==> src/rtl/fadd_pkg.sv <==
// Shared constants, types and helpers for the
// floating-point add scheduler and its adder.
package fadd_pkg;

  localparam int   FADD_LATENCY = 4;
  localparam logic OP_ADD = 1'b0;
  localparam logic OP_SUB = 1'b1;

  typedef enum logic [1:0] {
    RUN,
    DRAIN,
    DRAINED
  } state_t;

  typedef struct packed {
    logic       vld;
    logic [1:0] idx;
  } tag_t;

  function automatic logic [4:0] clz27(
    input logic [26:0] v
  );
    clz27 = 5'd27;
    for (int i = 0; i < 27; i++)
      if (v[i]) clz27 = 5'(26 - i);
  endfunction

endpackage

==> src/rtl/fadd_sched_fadd.sv <==
// Four-stage IEEE-754 single adder, round to
// nearest even, denormals kept, NaN quieted.
module PipelinedFAdd
  import fadd_pkg::*;
(
  input  logic        clk,
  input  logic        rst,
  input  logic [31:0] a,
  input  logic [31:0] b,
  input  logic        op,
  output logic [31:0] result
);

  logic [31:0] bx, l, s, spv0;
  logic        na, nb, ia, ib;

  always_comb begin
    bx = {b[31] ^ (op == OP_SUB), b[30:0]};
    l  = (bx[30:0] > a[30:0]) ? bx : a;
    s  = (bx[30:0] > a[30:0]) ? a : bx;
    na = (&a[30:23]) & (|a[22:0]);
    nb = (&b[30:23]) & (|b[22:0]);
    ia = (&a[30:23]) & ~(|a[22:0]);
    ib = (&b[30:23]) & ~(|b[22:0]);
    spv0 = 32'h7fc0_0000;
    if (na)
      spv0 = a | 32'h0040_0000;
    else if (nb)
      spv0 = b | 32'h0040_0000;
    else if (ia && ib && (a[31] != bx[31]))
      spv0 = 32'h7fc0_0000;
    else if (ia)
      spv0 = a;
    else if (ib)
      spv0 = bx;
  end

  logic        s1_sl, s1_sub, s1_sp;
  logic [7:0]  s1_el, s1_es;
  logic [23:0] s1_ml, s1_ms;
  logic [31:0] s1_spv;

  always_ff @(posedge clk) begin
    if (rst) begin
      s1_sl  <= 1'b0;
      s1_sub <= 1'b0;
      s1_sp  <= 1'b0;
      s1_el  <= '0;
      s1_es  <= '0;
      s1_ml  <= '0;
      s1_ms  <= '0;
      s1_spv <= '0;
    end else begin
      s1_sl  <= l[31];
      s1_sub <= l[31] ^ s[31];
      s1_sp  <= na | nb | ia | ib;
      s1_el  <= (l[30:23] == 0) ? 8'd1 : l[30:23];
      s1_es  <= (s[30:23] == 0) ? 8'd1 : s[30:23];
      s1_ml  <= {|l[30:23], l[22:0]};
      s1_ms  <= {|s[30:23], s[22:0]};
      s1_spv <= spv0;
    end
  end

  // align the smaller operand, keeping a sticky bit
  logic [7:0]  d;
  logic [26:0] wide, shf, ms_al;
  logic        sticky;

  always_comb begin
    d    = s1_el - s1_es;
    wide = {s1_ms, 3'b000};
    if (d >= 8'd27) begin
      shf    = '0;
      sticky = |s1_ms;
    end else begin
      shf    = wide >> d;
      sticky = |(wide & ((27'd1 << d) - 27'd1));
    end
    ms_al = {shf[26:1], shf[0] | sticky};
  end

  logic        s2_sign, s2_sub, s2_sp;
  logic [7:0]  s2_e;
  logic [26:0] s2_ml, s2_ms;
  logic [31:0] s2_spv;

  always_ff @(posedge clk) begin
    if (rst) begin
      s2_sign <= 1'b0;
      s2_sub  <= 1'b0;
      s2_sp   <= 1'b0;
      s2_e    <= '0;
      s2_ml   <= '0;
      s2_ms   <= '0;
      s2_spv  <= '0;
    end else begin
      s2_sign <= s1_sl;
      s2_sub  <= s1_sub;
      s2_sp   <= s1_sp;
      s2_e    <= s1_el;
      s2_ml   <= {s1_ml, 3'b000};
      s2_ms   <= ms_al;
      s2_spv  <= s1_spv;
    end
  end

  logic        s3_sign, s3_sub, s3_sp;
  logic [7:0]  s3_e;
  logic [27:0] s3_sum;
  logic [31:0] s3_spv;

  always_ff @(posedge clk) begin
    if (rst) begin
      s3_sign <= 1'b0;
      s3_sub  <= 1'b0;
      s3_sp   <= 1'b0;
      s3_e    <= '0;
      s3_sum  <= '0;
      s3_spv  <= '0;
    end else begin
      s3_sign <= s2_sign;
      s3_sub  <= s2_sub;
      s3_sp   <= s2_sp;
      s3_e    <= s2_e;
      s3_sum  <= s2_sub ?
                 {1'b0, s2_ml} - {1'b0, s2_ms} :
                 {1'b0, s2_ml} + {1'b0, s2_ms};
      s3_spv  <= s2_spv;
    end
  end

  logic [9:0]  e;
  logic [26:0] v;
  logic [4:0]  lz, sh;
  logic        rnd;
  logic [24:0] m;
  logic [31:0] res;

  always_comb begin
    e = {2'b00, s3_e};
    v = s3_sum[26:0];
    if (s3_sum[27]) begin
      v = {s3_sum[27:2], |s3_sum[1:0]};
      e = e + 10'd1;
    end
    lz = clz27(v);
    sh = ({5'b0, lz} < e) ? lz : 5'(e - 10'd1);
    v  = v << sh;
    e  = v[26] ? e - {5'b0, sh} : 10'd0;
    rnd = v[2] & (v[1] | v[0] | v[3]);
    m   = {1'b0, v[26:3]} + {24'b0, rnd};
    if (m[24]) begin
      m = m >> 1;
      e = e + 10'd1;
    end else if (e == 10'd0 && m[23]) begin
      e = 10'd1;
    end
    if (s3_sp)
      res = s3_spv;
    else if (s3_sum == '0)
      res = {s3_sign & ~s3_sub, 31'b0};
    else if (e >= 10'd255)
      res = {s3_sign, 8'hff, 23'b0};
    else
      res = {s3_sign, e[7:0], m[22:0]};
  end

  always_ff @(posedge clk) begin
    if (rst) result <= '0;
    else     result <= res;
  end

endmodule

==> src/rtl/fadd_sched.sv <==
// Round-robin scheduler sharing one pipelined
// adder between requesters, with drain control.
module fadd_sched
  import fadd_pkg::*;
#(
  parameter int NUM_REQ = 2,
  parameter int LATENCY = FADD_LATENCY
) (
  input  logic                 clk,
  input  logic                 rst,
  input  logic [NUM_REQ-1:0]   req_valid,
  output logic [NUM_REQ-1:0]   req_ready,
  input  logic [NUM_REQ*32-1:0] req_a,
  input  logic [NUM_REQ*32-1:0] req_b,
  input  logic [NUM_REQ-1:0]   req_op,
  output logic [NUM_REQ-1:0]   resp_valid,
  output logic [31:0]          resp_result,
  input  logic                 drain,
  output logic                 drained,
  output logic [2:0]           inflight
);

  state_t     state, state_nx;
  logic [1:0] ptr, win;
  logic       found;
  tag_t       tags [LATENCY];
  logic [31:0] op_a, op_b;
  logic       op_s;
  logic       rsp;

  always_comb begin
    int j;
    j = 0;
    req_ready = '0;
    win = ptr;
    found = 1'b0;
    if (!rst && state == RUN && !drain) begin
      for (int k = 0; k < NUM_REQ; k++) begin
        j = (int'(ptr) + k) % NUM_REQ;
        if (!found && req_valid[j]) begin
          found = 1'b1;
          win = 2'(j);
          req_ready[j] = 1'b1;
        end
      end
    end
  end

  always_comb begin
    op_a = req_a[32*int'(win) +: 32];
    op_b = req_b[32*int'(win) +: 32];
    op_s = req_op[win];
  end

  PipelinedFAdd u_fadd (
    .clk    (clk),
    .rst    (rst),
    .a      (op_a),
    .b      (op_b),
    .op     (op_s),
    .result (resp_result)
  );

  assign rsp = tags[LATENCY-1].vld;

  always_ff @(posedge clk) begin
    if (rst) begin
      for (int k = 0; k < LATENCY; k++)
        tags[k] <= '0;
      ptr      <= '0;
      inflight <= '0;
      state    <= RUN;
    end else begin
      tags[0] <= {found, win};
      for (int k = 1; k < LATENCY; k++)
        tags[k] <= tags[k-1];
      if (found)
        ptr <= 2'((int'(win) + 1) % NUM_REQ);
      inflight <= inflight + {2'b0, found}
                  - {2'b0, rsp};
      state <= state_nx;
    end
  end

  always_comb begin
    state_nx = state;
    unique case (state)
      RUN:
        if (drain) state_nx = DRAIN;
      DRAIN:
        if (!drain)
          state_nx = RUN;
        else if (inflight == 3'd0)
          state_nx = DRAINED;
      DRAINED:
        if (!drain) state_nx = RUN;
      default:
        state_nx = RUN;
    endcase
  end

  always_comb begin
    resp_valid = '0;
    for (int k = 0; k < NUM_REQ; k++)
      resp_valid[k] = !rst && rsp &&
                      tags[LATENCY-1].idx == 2'(k);
  end

  assign drained = !rst && state == DRAINED;

endmodule

==> config.mk <==
export PLATFORM = sky130hd
export DESIGN_NAME = fadd_sched
export DESIGN_NICKNAME = d
export VERILOG_FILES = /design/src/rtl/fadd_pkg.sv /design/src/rtl/fadd_sched_fadd.sv /design/src/rtl/fadd_sched.sv
export SDC_FILE = /design/constraint.sdc
export NUM_CORES = 1
export LEC_CHECK = 0
export CAP_MARGIN = 20
export CORE_MARGIN = 2
export CORE_UTILIZATION = 43
export CTS_CLUSTER_SIZE = 24
export DETAILED_ROUTE_END_ITERATION = 6
export HOLD_SLACK_MARGIN = 0.15
export SYNTH_ARGS = -nofsm -noshare
export SYNTH_HDL_FRONTEND = slang
export SYNTH_SLANG_ARGS = --single-unit
==> constraint.sdc <==
create_clock -name clk -period 7.95 [get_ports clk]
set_clock_uncertainty 0.15 [all_clocks]
set_input_delay 1.59 -clock clk [delete_from_list [all_inputs] [get_ports clk]]
set_output_delay 1.59 -clock clk [all_outputs]
set_load 0.02 [all_outputs]
==> impl_results.md <==
* Run status: finished, final reports clean
* Synth warn at 0
* Reg power frac at 20.0%
* Commonest cells after routing, fill and taps aside: dfxtp_1 (309), nor2_1 (240), nand2_1 (188)
* WHS at 277.9 ps
* Setup TNS at 0 ps
* Pre-CTS WS at 228.6 ps
* Reg2reg path depth at 26
* DRT Pass-1 Iters at 5
* Largest net degree at the start of global routing at 90
* Setup ws final at 494.4 ps
* CP required at 8190 ps
* Max_slew headroom at 30.30%
* Critical path fanouts, max at 23
* Post-Synthesis Cells at 2517
* Die Ht at 222.4 um
* CTS tree: done
* Synth-to-layout area growth at 20.95%
* Avg Inst Size Synth at 8.147 um^2
* Post-layout min period at 7456 ps
* Mapped cell area at 0.02051 mm^2
* Hold_buf cts at 0
* Critical Path Start: u_fadd.s3_sum[27]
* Clock group share of total power at 18.0%
* WL final at 74110 um
* Via density at 5.886
* Number of distinct library cells after synthesis at 97
* Fraction of registers with async set or reset after synthesis at 0%
* Slew of the pin with the lowest slew margin at 1036 ps
* Worst reg2reg path endpoint: u_fadd.result[18]
* Most common cell after layout, fill and taps aside: dfxtp_1
* Clock latency on the worst-skew pair at 550 ps
* EDFF count, synth at 0
* CTS sink count at 310
* FMAX at 0.1341 GHz
* Sequential-to-total area share from yosys stat at 30.26%
* Register bit total from synthesis at 310
* Switching Power at 4.360 mW
* # IOs at 175
* Gate power share at 62.0%
* Routed len/inst at 22.04 um
* Final Hold Fails at 0
* Net Count, Synth at 2759
* Crit path DAT at 7700 ps
* CP max stage cell: mux2_2
* Initial DRC Count at 1777
* Core ar. at 0.04745 mm^2
* Width of the die at 222.4 um
* Post-DRT Antenna Nets at 0
* Setup Crit Path Kind: reg2reg
* Ys flop type: dfxtp_1
* Sw Share at 46.85%
* Internal at 4.947 mW
* Max incr delay on CP at 560 ps
* Crit end category: register
* Period utilization at 93.78%
* Crit path launch type: register
* Cells after DPL at 3295
* Ratio of cells with drive above 1 in the final layout at 11.47%
* Vias in the first global route at 18940
* Critical R2R Launch: u_fadd.s3_sum[27]
* Leakage at 9.898 nW
* Root Driver: clkbuf_16
* RSZ-0062 raised after global routing: no
* Hold path depth at 2
* Grt total ovfl at 0
* Min-delay worst type: reg2reg
* Routability cong. at 0.9630
* Starting Density at 43.22%
* Initial antenna violation count at 0
* # setup viols final at 0
* # rows at 80
* Pwr dens at 375.2 mW/mm^2
* DR vias at 19790
* Global-route usage over all layers at 29.26%
* First-pass GRT wire length at 112500 um
* Non-Filler Instances at 3362
* DRC errors left at 0
* H-tree Lvls at 2
* Port Buffer Count at 174
* CTS buffer count at 35
* Clk slew on worst S/H paths at 60 ps
* Maximum VDD drop at 0.0002187 V
* Die area at 0.04945 mm^2
* DP HPWL at 58320 um
* Nets at 2961
* Max Slew Vio Count at 0
* R2R Setup Slk at 490 ps
* Max cap viols at 0
* Clock Tree Buf Depth at 3
* Crit path to: u_fadd.result[18]
## stage by stage
stage	total power [mW]	instance area [um^2]	utilization (%)
3_5_place_dp	7.485	23570	49.68
5_1_grt	9.806	24800	52.27
2_1_floorplan	5.605	20510	-
6_report	9.307	24800	52.28
4_1_cts	9.196	24780	52.22
3_3_place_gp	7.526	23560	49.65
## worst min-delay path by stage
| stage | from | end | slack [ps] |
|---|---|---|---|
| global placement | u_fadd.s3_spv[15] | u_fadd.result[15] | 270 |
| finish | u_fadd.s3_spv[19] | u_fadd.result[19] | 280 |
| floorplan | u_fadd.s3_spv[24] | u_fadd.result[24] | 240 |
| CTS | u_fadd.s1_spv[18] | u_fadd.s2_spv[18] | 280 |
| detailed placement | u_fadd.s3_spv[25] | u_fadd.result[25] | 260 |
| global route | u_fadd.s3_spv[25] | u_fadd.result[25] | 300 |
## layout make-up
type / instances / area [um^2]
Antenna cell: 1 / 2.502
Clock buffer: 47 / 970.9
Clock inverter: 17 / 231.5
Fill cell: 4564 / 22640
Inverter: 144 / 540.5
Multi-Input combinational cell: 1904 / 13110
Sequential cell: 310 / 6207
Tap cell: 615 / 769.5
Timing Repair Buffer: 324 / 2967
## timing repair
action                                  4_1_cts  5_1_grt
endpoints found under the setup margin        0       31
hold endpoints to repair                      0        0
setup buffers                                 0        2
gates resized for setup                       0        2
## worst max-delay path, delay by kind of cell (launching register included)
kind	cells	cell delay (ps)
AOI/OAI and AO/OA	8	1760
adders and majority gates	1	180
buffers and inverters	5	1070
DFF	1	450
muxes	1	560
and+or+nand+nor	11	3110
## logic make-up after synthesis
| family | count (synthesis) | synth area share (%) |
|---|---|---|
| AO/OA/AOI/OAI | 624 | 21.60 |
| XOR/XNOR | 66 | 2.819 |
| adder cells (fa/ha/maj) | 107 | 6.675 |
| buffers and inverters | 303 | 6.102 |
| flip-flops | 310 | 30.26 |
| multiplexers | 180 | 9.592 |
| AND/OR/NAND/NOR | 927 | 22.95 |
## power groups by stage
stage	sequential, mW	clock [mW]	combinational [mW]
detailed placement	1.89	0	5.59
global placement	1.89	0	5.63
global route	1.87	1.77	6.16
floorplan	1.86	0	3.75
finish	1.86	1.67	5.77
CTS	1.86	1.71	5.62
## layer usage
layer  routed length [um]  part of all wire, %  GRT usage, %  up-vias
met5                    0                    0             0        -
met2                35030                   47         50.22      836
met4                 2615                  3.5         10.22        0
met1                32060                   43         38.22     9354
li1                     -                    -             -     9452
met3                 4407                  5.9         3.055      146
## registers in the layout, summed over array words and instances (netlist names), 8 cells and up
| name | count |
|---|---|
| u_fadd.s2_ml | 24 |
| u_fadd.s2_e | 8 |
| u_fadd.s2_ms | 27 |
| u_fadd.result | 32 |
| u_fadd.s1_spv | 32 |
| u_fadd.s3_sum | 28 |
| u_fadd.s1_el | 8 |
| u_fadd.s3_e | 8 |
| u_fadd.s2_spv | 32 |
| u_fadd.s1_ms | 24 |
| u_fadd.s1_es | 8 |
| u_fadd.s1_ml | 24 |
| u_fadd.s3_spv | 32 |
| tags | 8 |
## synth_stat cells, types with 10 or more instances
| master | count | area share [%] |
|---|---|---|
| or2_2 | 11 | 0.34 |
| a211oi_1 | 85 | 3.1 |
| o211ai_1 | 20 | 0.73 |
| buf_2 | 22 | 0.54 |
| o221ai_1 | 13 | 0.56 |
| xnor2_1 | 39 | 1.7 |
| a21oi_1 | 122 | 3.0 |
| o21bai_1 | 13 | 0.48 |
| nand4_1 | 46 | 1.4 |
| clkbuf_1 | 112 | 2.1 |
| o21a_1 | 17 | 0.62 |
| nor4_1 | 37 | 1.1 |
| nand2_1 | 188 | 3.4 |
| and3_1 | 17 | 0.52 |
| a21o_1 | 22 | 0.81 |
| dfxtp_1 | 310 | 30 |
| nand3_1 | 46 | 1.1 |
| buf_1 | 10 | 0.18 |
| mux4_2 | 10 | 1.1 |
| o22a_1 | 22 | 0.94 |
| a211o_1 | 13 | 0.56 |
| o21ai_2 | 14 | 0.60 |
| inv_1 | 139 | 2.5 |
| ha_1 | 103 | 6.3 |
| o21ai_0 | 102 | 2.5 |
| a221oi_1 | 12 | 0.51 |
| xor2_1 | 27 | 1.2 |
| or3_1 | 18 | 0.55 |
| o31ai_1 | 15 | 0.55 |
| a31oi_1 | 13 | 0.40 |
| nor3_1 | 69 | 1.7 |
| mux2_2 | 29 | 1.6 |
| nand2b_1 | 17 | 0.52 |
| mux2i_1 | 140 | 6.8 |
| and2_1 | 22 | 0.67 |
| a22oi_1 | 12 | 0.44 |
| nor2_1 | 240 | 4.4 |
| a21boi_0 | 11 | 0.40 |
| nor2b_1 | 178 | 5.4 |
Note: power is estimated with default switching activity, not from simulation.
